`config.mk`:
```
export PLATFORM = sky130hd
export DESIGN_NAME = ibus_fetch_bridge_flat
export DESIGN_NICKNAME = d
export VERILOG_FILES = /design/src/rtl/ibus_fetch_bridge_pkg.sv /design/src/rtl/ibus_fetch_bridge_if.sv /design/src/rtl/ibus_fetch_bridge.sv /design/src/flat_wrapper.sv
export SDC_FILE = /design/constraint.sdc
export NUM_CORES = 1
export LEC_CHECK = 0
export ABC_AREA = 1
export BUFFER_PORTS_ARGS = -buffer_cell sky130_fd_sc_hd__buf_2
export CAP_MARGIN = 25
export CORE_MARGIN = 2
export CORE_UTILIZATION = 44
export CTS_CLUSTER_DIAMETER = 30
export CTS_CLUSTER_SIZE = 12
export DETAILED_ROUTE_END_ITERATION = 7
export PLACE_DENSITY = 0.77
export SLEW_MARGIN = 20
export SYNTH_ARGS = -nofsm -noshare
export SYNTH_HDL_FRONTEND = slang
export SYNTH_SLANG_ARGS = --single-unit
```
`constraint.sdc`:
```
create_clock -name clk -period 1.63 [get_ports clk]
set_clock_uncertainty 0.2 [all_clocks]
set_input_delay 0.0815 -clock clk [delete_from_list [all_inputs] [get_ports clk]]
set_output_delay 0.0815 -clock clk [all_outputs]
set_load 0.01 [all_outputs]
```
`src/rtl/ibus_fetch_bridge_pkg.sv`:
```
// Shared types and constants for the fetch-side instruction bus bridge.
package ibus_fetch_bridge_pkg;

  localparam int unsigned XLEN = 32;

  typedef logic [XLEN-1:0] word_t;
  typedef logic [XLEN-1:0] instr_t;

  localparam instr_t     BUBBLE_INSTR = 32'h0000_0000;
  localparam logic [1:0] SIZE_WORD    = 2'b10;

  typedef enum logic [2:0] {
    StIdle,
    StWaitAddr,
    StWaitData,
    StHold,
    StDiscard
  } ibus_state_t;

  typedef struct packed {
    logic       req;
    logic       wr;
    logic [1:0] size;
    word_t      addr;
  } ibus_req_t;

  typedef struct packed {
    logic  addr_ok;
    logic  data_ok;
    word_t rdata;
  } ibus_resp_t;

  function automatic logic is_misaligned(input logic [1:0] pc_lo);
    return pc_lo != 2'b00;
  endfunction

endpackage

```
`src/rtl/ibus_fetch_bridge_if.sv`:
```
// Fetch-stage and instruction-bus signals seen by the bridge (slave) and its environment (master).
interface ibus_fetch_bridge_if #(
  parameter int unsigned ADDR_W = 32,
  parameter int unsigned DATA_W = 32
);

  logic              req;
  logic [ADDR_W-1:0] pc;
  logic              stall_in;
  logic              flush;
  logic [DATA_W-1:0] raw_instr;
  logic              instr_valid;
  logic              addr_err;
  logic              stall_out;

  logic              inst_req;
  logic              inst_wr;
  logic [1:0]        inst_size;
  logic [ADDR_W-1:0] inst_addr;
  logic              inst_addr_ok;
  logic              inst_data_ok;
  logic [DATA_W-1:0] inst_rdata;

  modport slave (
    input  req, pc, stall_in, flush, inst_addr_ok, inst_data_ok, inst_rdata,
    output raw_instr, instr_valid, addr_err, stall_out,
    output inst_req, inst_wr, inst_size, inst_addr
  );

  modport master (
    output req, pc, stall_in, flush, inst_addr_ok, inst_data_ok, inst_rdata,
    input  raw_instr, instr_valid, addr_err, stall_out,
    input  inst_req, inst_wr, inst_size, inst_addr
  );

endinterface

```
`src/rtl/ibus_fetch_bridge.sv`:
```
// Memory end of the fetch interface: one outstanding SRAM-like read at a time, with
// freeze hold buffer, flush discard and misaligned-PC bubbles.
module ibus_fetch_bridge #(
  parameter int unsigned       ADDR_W       = 32,
  parameter int unsigned       DATA_W       = 32,
  parameter logic [DATA_W-1:0] BUBBLE_INSTR = '0
) (
  input  logic                 clk,
  input  logic                 resetn,
  ibus_fetch_bridge_if.slave   io_bus
);

  import ibus_fetch_bridge_pkg::*;

  ibus_state_t       r_state, w_state_nxt;
  logic [ADDR_W-1:0] r_addr, w_addr_nxt;
  logic [DATA_W-1:0] r_buf, w_buf_nxt;
  logic              r_flush_seen, w_flush_seen_nxt;

  logic              w_inst_req;
  logic [ADDR_W-1:0] w_inst_addr;
  logic [DATA_W-1:0] w_raw_instr;
  logic              w_instr_valid;
  logic              w_addr_err;
  logic              w_stall_out;

  always_ff @(posedge clk or negedge resetn) begin
    if (!resetn) begin
      r_state      <= StIdle;
      r_addr       <= '0;
      r_buf        <= '0;
      r_flush_seen <= 1'b0;
    end else begin
      r_state      <= w_state_nxt;
      r_addr       <= w_addr_nxt;
      r_buf        <= w_buf_nxt;
      r_flush_seen <= w_flush_seen_nxt;
    end
  end

  always_comb begin
    w_state_nxt      = r_state;
    w_addr_nxt       = r_addr;
    w_buf_nxt        = r_buf;
    w_flush_seen_nxt = r_flush_seen;
    w_inst_req       = 1'b0;
    w_inst_addr      = r_addr;
    w_raw_instr      = BUBBLE_INSTR;
    w_instr_valid    = 1'b0;
    w_addr_err       = 1'b0;
    w_stall_out      = 1'b0;

    // Gate the combinational IDLE request path so outputs sit at reset values while reset is low.
    if (resetn) begin
      unique case (r_state)
        StIdle: begin
          w_flush_seen_nxt = 1'b0;
          if (io_bus.req && !io_bus.flush) begin
            if (is_misaligned(io_bus.pc[1:0])) begin
              w_instr_valid = 1'b1;
              w_addr_err    = 1'b1;
            end else begin
              w_inst_req  = 1'b1;
              w_inst_addr = io_bus.pc;
              w_stall_out = 1'b1;
              w_addr_nxt  = io_bus.pc;
              w_state_nxt = io_bus.inst_addr_ok ? StWaitData : StWaitAddr;
            end
          end
        end

        StWaitAddr: begin
          w_inst_req  = 1'b1;
          w_stall_out = 1'b1;
          if (io_bus.flush) w_flush_seen_nxt = 1'b1;
          if (io_bus.inst_addr_ok) begin
            w_state_nxt = (r_flush_seen || io_bus.flush) ? StDiscard : StWaitData;
          end
        end

        StWaitData: begin
          w_stall_out = 1'b1;
          if (io_bus.inst_data_ok) begin
            w_stall_out = 1'b0;
            if (io_bus.flush) begin
              w_state_nxt = StIdle;
            end else begin
              w_raw_instr   = io_bus.inst_rdata;
              w_instr_valid = 1'b1;
              if (io_bus.stall_in) begin
                w_buf_nxt   = io_bus.inst_rdata;
                w_state_nxt = StHold;
              end else begin
                w_state_nxt = StIdle;
              end
            end
          end else if (io_bus.flush) begin
            w_state_nxt = StDiscard;
          end
        end

        StHold: begin
          if (io_bus.flush) begin
            w_buf_nxt   = '0;
            w_state_nxt = StIdle;
          end else begin
            w_raw_instr   = r_buf;
            w_instr_valid = 1'b1;
            if (!io_bus.stall_in) w_state_nxt = StIdle;
          end
        end

        StDiscard: begin
          if (io_bus.inst_data_ok) w_state_nxt = StIdle;
        end

        default: w_state_nxt = StIdle;
      endcase
    end
  end

  assign io_bus.inst_req    = w_inst_req;
  assign io_bus.inst_wr     = 1'b0;
  assign io_bus.inst_size   = SIZE_WORD;
  assign io_bus.inst_addr   = w_inst_addr;
  assign io_bus.raw_instr   = w_raw_instr;
  assign io_bus.instr_valid = w_instr_valid;
  assign io_bus.addr_err    = w_addr_err;
  assign io_bus.stall_out   = w_stall_out;

endmodule
```
`src/flat_wrapper.sv`:
```
// flat-port wrapper written by rule: the top's interface ports become plain ports
module ibus_fetch_bridge_flat import ibus_fetch_bridge_pkg::*;
#(
  parameter int unsigned       ADDR_W       = 32,
  parameter int unsigned       DATA_W       = 32,
  parameter logic [DATA_W-1:0] BUBBLE_INSTR = '0
)
  (clk, resetn, io_bus_req, io_bus_pc, io_bus_stall_in, io_bus_flush, io_bus_inst_addr_ok, io_bus_inst_data_ok, io_bus_inst_rdata, io_bus_raw_instr, io_bus_instr_valid, io_bus_addr_err, io_bus_stall_out, io_bus_inst_req, io_bus_inst_wr, io_bus_inst_size, io_bus_inst_addr);
  ibus_fetch_bridge_if #(.ADDR_W(ADDR_W), .DATA_W(DATA_W)) io_bus_i ();
  input  logic clk;
  input  logic resetn;
  input wire logic [$bits(io_bus_i.req)-1:0] io_bus_req;
  input wire logic [$bits(io_bus_i.pc)-1:0] io_bus_pc;
  input wire logic [$bits(io_bus_i.stall_in)-1:0] io_bus_stall_in;
  input wire logic [$bits(io_bus_i.flush)-1:0] io_bus_flush;
  input wire logic [$bits(io_bus_i.inst_addr_ok)-1:0] io_bus_inst_addr_ok;
  input wire logic [$bits(io_bus_i.inst_data_ok)-1:0] io_bus_inst_data_ok;
  input wire logic [$bits(io_bus_i.inst_rdata)-1:0] io_bus_inst_rdata;
  output wire logic [$bits(io_bus_i.raw_instr)-1:0] io_bus_raw_instr;
  output wire logic [$bits(io_bus_i.instr_valid)-1:0] io_bus_instr_valid;
  output wire logic [$bits(io_bus_i.addr_err)-1:0] io_bus_addr_err;
  output wire logic [$bits(io_bus_i.stall_out)-1:0] io_bus_stall_out;
  output wire logic [$bits(io_bus_i.inst_req)-1:0] io_bus_inst_req;
  output wire logic [$bits(io_bus_i.inst_wr)-1:0] io_bus_inst_wr;
  output wire logic [$bits(io_bus_i.inst_size)-1:0] io_bus_inst_size;
  output wire logic [$bits(io_bus_i.inst_addr)-1:0] io_bus_inst_addr;
  assign io_bus_i.req = io_bus_req;
  assign io_bus_i.pc = io_bus_pc;
  assign io_bus_i.stall_in = io_bus_stall_in;
  assign io_bus_i.flush = io_bus_flush;
  assign io_bus_i.inst_addr_ok = io_bus_inst_addr_ok;
  assign io_bus_i.inst_data_ok = io_bus_inst_data_ok;
  assign io_bus_i.inst_rdata = io_bus_inst_rdata;
  assign io_bus_raw_instr = io_bus_i.raw_instr;
  assign io_bus_instr_valid = io_bus_i.instr_valid;
  assign io_bus_addr_err = io_bus_i.addr_err;
  assign io_bus_stall_out = io_bus_i.stall_out;
  assign io_bus_inst_req = io_bus_i.inst_req;
  assign io_bus_inst_wr = io_bus_i.inst_wr;
  assign io_bus_inst_size = io_bus_i.inst_size;
  assign io_bus_inst_addr = io_bus_i.inst_addr;
  ibus_fetch_bridge #(.ADDR_W(ADDR_W), .DATA_W(DATA_W), .BUBBLE_INSTR(BUBBLE_INSTR)) u_core (.clk(clk), .resetn(resetn), .io_bus(io_bus_i));
endmodule
```
==> results of run 1 <==
## critical path, stage by stage (launching register included)
cell	delay, ns
dfrtp_1	0.41
nor2_2	0.14
nand2_2	0.09
inv_2	0.08
nand2_4	0.07
buf_6	0.18
o21ai_0	0.27
nand2_2	0.11
buf_6	0.14
## per-stage QoR
| stage | total power [mW] | area [um^2] | instances |
|---|---|---|---|
| 6_report | 8.53 | 6340 | 817 |
| 5_1_grt | 8.98 | 6340 | 817 |
| 4_1_cts | 6.93 | 5390 | 786 |
| 3_5_place_dp | 5.21 | 4380 | 698 |
| 3_3_place_gp | 5.09 | 4380 | 698 |
| 2_1_floorplan | 4.17 | 3470 | 466 |
## report_power, final
part,total (mW),internal (mW),switching [mW]
clock,1.39,0.745,0.643
combinational,4.29,2.07,2.22
sequential,2.85,2.44,0.416
total,8.53,5.25,3.28
## final timing paths
path | endpoint | cells after the start | slack (ns) | start
max in group asynchronous | u_core.r_state[2] | 3 | 0.51 | resetn
min reg2reg | u_core.r_buf[12] | 2 | 0.28 | u_core.r_buf[12]
min | u_core.r_state[2] | 6 | 0.05 | io_bus_inst_data_ok
max reg2reg | u_core.r_buf[19] | 11 | -0.20 | u_core.r_state[1]
min in group asynchronous | u_core.r_buf[3] | 3 | 0.30 | resetn
max | io_bus_inst_addr[7] | 8 | -0.50 | u_core.r_state[1]
## routing by layer
layer | vias up | wire [um] | GRT usage, %
met1 | 2149 | 5150 | 30.3
met5 | - | 0 | 0
met3 | 50 | 1270 | 5.78
met4 | 0 | 492 | 11.3
li1 | 1994 | - | -
met2 | 273 | 7670 | 45.8
## cell type report
type                       instances  area, um^2  area share [%]
sequential                        68        1700            26.8
multi-input combinational        347        1960            30.9
clock buffer                      10         138            2.17
inverter                          17        68.8            1.08
timing repair buffer             267        2280            36.0
clock inverter                     6        63.8            1.01
tap                              102         128            2.01
## state kept, by name, summed over array words and instances, names as in the netlist
signal	cells
u_core.r_addr	32
u_core.r_buf	32
u_core.r_flush_seen	1
u_core.r_state	3
## cells in the mapped netlist (all sizes together)
cell	n
a21oi	34
a31oi	1
buf	19
clkbuf	15
conb	2
dfrtp	68
inv	17
nand2	183
nand3	73
nand3b	3
nor2	17
nor3	1
o21ai	32
## cells by family (layout without fill, tap and decap cells)
| kind of cell | Yosys count | count (layout) | share of synthesized area (%) |
|---|---|---|---|
| simple gates | 277 | 277 | 33.5 |
| buf+inv | 51 | 300 | 7.14 |
| other cells | 2 | 3 | 0.217 |
| flops | 68 | 68 | 49.1 |
| compound gates | 67 | 67 | 10.0 |
## what timing repair did
| item | 4_1_cts | 5_1_grt |
|---|---|---|
| setup buffers | 4 | 25 |
| hold endpoints to repair | 131 | 0 |
| cloned | 4 | 6 |
| setup endpoints to repair | 112 | 131 |
| hold buffers | 64 | 0 |
| gates resized for setup | 32 | 200 |
| pin swaps | 7 | 17 |
==> impl_metrics.csv, run 1 <==
group,metric,value,unit
outcome,status,"finished with violations",
cts,htree_levels,3,
detailed_routing,vias_per_cell,5.47,
grt,grt_pass1_wl,18.2,mm
placement,dp_hpwl,6.25,mm
grt,grt_max_degree,42,
power,p_per_area,1340,mW/mm^2
worst_setup_path,worstSetupEndpointType,"primary output",
cells_and_area,layout_commonest_cell,"buf_2",
die,die_x,92.8,um
worst_setup_path,path_class,"flip-flop to primary output",
detailed_routing,drt-total-wl,14.6,mm
cells_and_area,utilization,82.5,%
sta,post-route-period-util,131,%
cells_and_area,area.growth.synth_to_final,82.9,%
cells_and_area,nets,781,
cts,numClockSinks,68,
hold_path,hp-class,"input pin to flip-flop",
cts,tritoncts,"built",
die,die_h,92.8,um
die,boundaryPins,142,
placement,portBuffers,138,
yosys,netlist_instances,465,
detailed_routing,wire_per_inst,17.8,um
yosys,avgSynthCellArea,7.46,um^2
cells_and_area,diodes,0,
yosys,syn-cell-area,0.00347,mm^2
outcome,violations,"setup timing",
yosys,yosysSeqAreaShare,49.1,%
cts,clockBufferDepth,2,
detailed_routing,drt_iter0_markers,244,
sta,hold_viol,0,
cts,clk_pin_slew,0.07,ns
sta,rsz0062_at_grt,"true",
cts,clockRootBuffer,"clkbuf_8",
worst_setup_path,cp.required,1.35,ns
flow_run,maxCapViolCount,0,
worst_setup_path,arrival,1.85,ns
cts,clk_latency,0.33,ns
grt,grt_pass1_vias,4052,
sta,setup_ws,-0.504,ns
power,p_leak,3.17,nW
worst_setup_path,critPathMaxFanout,25,
yosys,yosys_warnings,0,
sta,setup_violations,124,
cts,cts_buffers,9,
yosys,yosys_register_bits,68,
detailed_routing,antenna_left,0,
sta,period_minus_slack,2.13,ns
sta,final.setup.tns,-35.15,ns
yosys,synth.distinct_cells,21,
worst_setup_path,startpoint_type,"flip-flop",
grt,grt.total_usage,26.0,%
die,die_area,0.00861,mm^2
power,vdd_drop_max,0.947,mV
grt,overflow,0,
placement,gp_congestion,0.941,
cells_and_area,mostFrequentLayoutCells,"buf_2 (106), nand2_1 (99), nand3_1 (73)",
die,fp-row-count,32,
sta,clock.fmax,0.469,GHz
yosys,yosys.area.top_type,"dfrtp_1",
cells_and_area,fill_cells,451,
placement,pre_cts_ws,-0.174,ns
die,initial_utilization,45.1,%
detailed_routing,drt-pass1-iter-count,6,
grt,antenna_found_initial,0,
yosys,synthTopCellsByArea,"dfrtp_1 (49%), nand2_1 (20%), nand3_1 (11%)",
cells_and_area,drive_above_1_share,48.7,%
detailed_routing,drc_errors,0,
sta,hold_slack,0.0503,ns
die,coreArea,0.00769,mm^2
sta,finalMaxSlewViolations,0,
yosys,yosys.area.top_type_share,49.1,%
detailed_routing,vias,4466,
Power figures use the tool's default switching activity.
==> run 2: changes to the inputs <==
--- a/config.mk
+++ b/config.mk
@@ -14,6 +14,7 @@
 export CTS_CLUSTER_SIZE = 12
 export DETAILED_ROUTE_END_ITERATION = 7
 export PLACE_DENSITY = 0.77
+export REMOVE_ABC_BUFFERS = 1
 export SLEW_MARGIN = 20
 export SYNTH_ARGS = -nofsm -noshare
 export SYNTH_HDL_FRONTEND = slang
==> run 2 against run 1 <==
Net effect:
- the run still ends with setup timing left
- sequential share of layout area is 0.27 points higher
- clock power is 25% higher
- global-route usage is 3.7 points higher
- flip-flop and latch count stayed put
- largest power group unchanged
- cell count is 0.86% lower
- hold slack worse by 0.039 ns
- die area stayed put
- sequential power hardly changed
- maximum frequency is 1.3% lower
- combinational power is 5.6% lower
- non-clock buffer count is 7 lower
==> impl_metrics.csv, run 2 (same netlist as run 1, synthesis figures left out) <==
group,metric,value,unit
worst_setup_path,r2r_end,"u_core.r_buf[11]",
power,p_comb_share,46.9,%
grt,antenna_found_initial,0,
placement,dp_hpwl,6.34,mm
grt,grt_pass1_wl,20.2,mm
worst_setup_path,critPathMaxFanout,8,
placement,place_inst,696,
cts,cts_buffers,9,
hold_path,hp-start,"io_bus_inst_data_ok",
power,p_seq_share,33.0,%
cts,clk_pin_slew,0.07,ns
die,coreArea,0.00769,mm^2
cells_and_area,fill_cells,446,
cells_and_area,fin_area,0.00628,mm^2
detailed_routing,antenna_left,0,
hold_path,hold_depth,6,
cells_and_area,nets,774,
detailed_routing,wire_per_inst,18.5,um
cts,clockRootBuffer,"clkbuf_8",
cts,tritoncts,"built",
sta,hold_slack,0.0110,ns
power,p_leak,3.13,nW
die,initial_utilization,45.1,%
cells_and_area,layout_commonest_cell,"nand2_1",
flow_run,maxCapViolCount,0,
outcome,status,"finished with violations",
detailed_routing,vias,4467,
detailed_routing,drt-pass1-iter-count,5,
detailed_routing,vias_per_cell,5.51,
cells_and_area,reg_top3,"u_core.r_addr (32), u_core.r_buf (32), u_core.r_state (3)",
power,vdd_drop_max,0.819,mV
placement,portBuffers,138,
sta,worstMarginPinSlew,0.766,ns
grt,grt.total_usage,29.7,%
worst_setup_path,worstSetupEndpointType,"primary output",
grt,grt_max_degree,61,
cts,clockBufferDepth,2,
cells_and_area,diodes,0,
power,power,8.64,mW
worst_setup_path,r2r_slack,-0.29,ns
sta,period_minus_slack,2.16,ns
cells_and_area,area.growth.synth_to_final,81.1,%
cells_and_area,ff_latch_area,0.00170,mm^2
sta,rsz0062_at_grt,"true",
worst_setup_path,path_class,"flip-flop to primary output",
worst_setup_path,reg2reg_from,"u_core.r_state[2]",
sta,post-route-period-util,133,%
cts,numClockSinks,68,
hold_path,hold_end,"u_core.r_state[2]",
power,p_switching,3.27,mW
cts,htree_levels,3,
cells_and_area,fin_cells,810,
die,die_x,92.8,um
cells_and_area,drive_above_1_share,42.1,%
sta,setup_ws,-0.531,ns
power,p_clk_share,20.1,%
hold_path,hp-class,"input pin to flip-flop",
die,fp-row-count,32,
worst_setup_path,cp.required,1.35,ns
sta,clock.fmax,0.463,GHz
detailed_routing,drt-total-wl,15.0,mm
sta,setup_violations,114,
worst_setup_path,startpoint_type,"flip-flop",
grt,grt_pass1_vias,4253,
power,p_per_area,1380,mW/mm^2
detailed_routing,drc_errors,0,
placement,post_dp_cell_area,0.00439,mm^2
detailed_routing,drt_iter0_markers,299,
outcome,violations,"setup timing",
grt,overflow,0,
sta,finalMaxSlewViolations,0,
power,p_int,5.37,mW
cells_and_area,multiInputGateArea,0.00187,mm^2
die,die_h,92.8,um
worst_setup_path,arrival,1.88,ns
worst_setup_path,rr_worst_depth,11,
power,swShare,37.8,%
cells_and_area,mostFrequentLayoutCells,"nand2_1 (143), buf_2 (124), dfrtp_1 (67)",
die,die_area,0.00861,mm^2
sta,slew_headroom,49.0,%
die,boundaryPins,142,
placement,gp_congestion,0.802,
cts,clk_latency,0.33,ns
sta,hold_viol,0,
-- run 2: cell count changes in the layout (fill, tap and decap cells not counted), sizes merged --
cell / previous run / this run
buf: 199 / 190
bufbuf: 0 / 1
clkbuf: 14 / 15
clkinvlp: 2 / 1
clkinv: 3 / 2
bufinv: 1 / 3
-- run 2: power by group through the flow --
stage	clock network (mW)	logic, mW	registers, mW
2_1_floorplan	0	1.37	2.69
3_3_place_gp	0	2.43	2.72
3_5_place_dp	0	2.51	2.76
4_1_cts	1.73	3.05	2.73
5_1_grt	1.82	4.34	2.91
6_report	1.74	4.05	2.85
-- run 2: through the flow --
step	setup TNS (ns)	util, %	setup WS, ns
floorplan	-60.34	-	-0.678
global placement	-3.01	57.1	-0.128
detailed placement	-6.78	57.1	-0.178
CTS	-30.96	73.6	-0.422
global route	-50.91	81.7	-0.643
finish	-38.99	81.7	-0.531
-- run 2: final cells by class --
class                   instances  share of cell area (%)
flip-flops and latches         68                    27.1
clock inverters                 6                    1.77
inverters                      17                    1.02
clock buffers                  10                    2.19
multi-input cells             347                    29.8
well taps                     102                    2.03
repair buffers                260                    36.1
-- run 2: repair_timing --
item,CTS,global route
pin swaps,7,37
hold buffers,64,0
buffers inserted,12,13
endpoints found under the setup margin,128,135
hold endpoints to repair,132,0
gates cloned,6,6
resized for setup,30,125
-- run 2: layer usage --
metal | vias up | routed length (um) | GRT usage, %
li1 | 1991 | - | -
met4 | 0 | 538 | 10.4
met2 | 275 | 7790 | 52.0
met5 | - | 0 | 0
met3 | 61 | 1380 | 7.00
met1 | 2140 | 5300 | 35.7
-- run 2: worst max path at each step --
| stage | slack [ns] | cells after the start | endpoint | from |
|---|---|---|---|---|
| after global routing | -0.64 | 10 | io_bus_inst_addr[27] | u_core.r_state[1] |
| after floorplan | -0.68 | 6 | u_core.r_buf[0] | u_core.r_state[2] |
| final | -0.53 | 11 | io_bus_inst_addr[3] | u_core.r_state[1] |
| after global placement | -0.13 | 9 | io_bus_inst_addr[10] | u_core.r_state[0] |
| after detailed placement | -0.18 | 9 | io_bus_inst_addr[10] | u_core.r_state[0] |
| after CTS | -0.42 | 9 | io_bus_inst_addr[18] | u_core.r_state[1] |
-- run 2: worst max-delay path, stage by stage, from the launching register on --
cell and delay [ns]:
dfrtp_1 0.39, buf_6 0.12, nor2_4 0.09, nand2_2 0.07
inv_2 0.08, nand2_4 0.07, nor2_4 0.17, buf_6 0.14
buf_16 0.14, nand2_2 0.07, nand2_2 0.09, buf_6 0.11
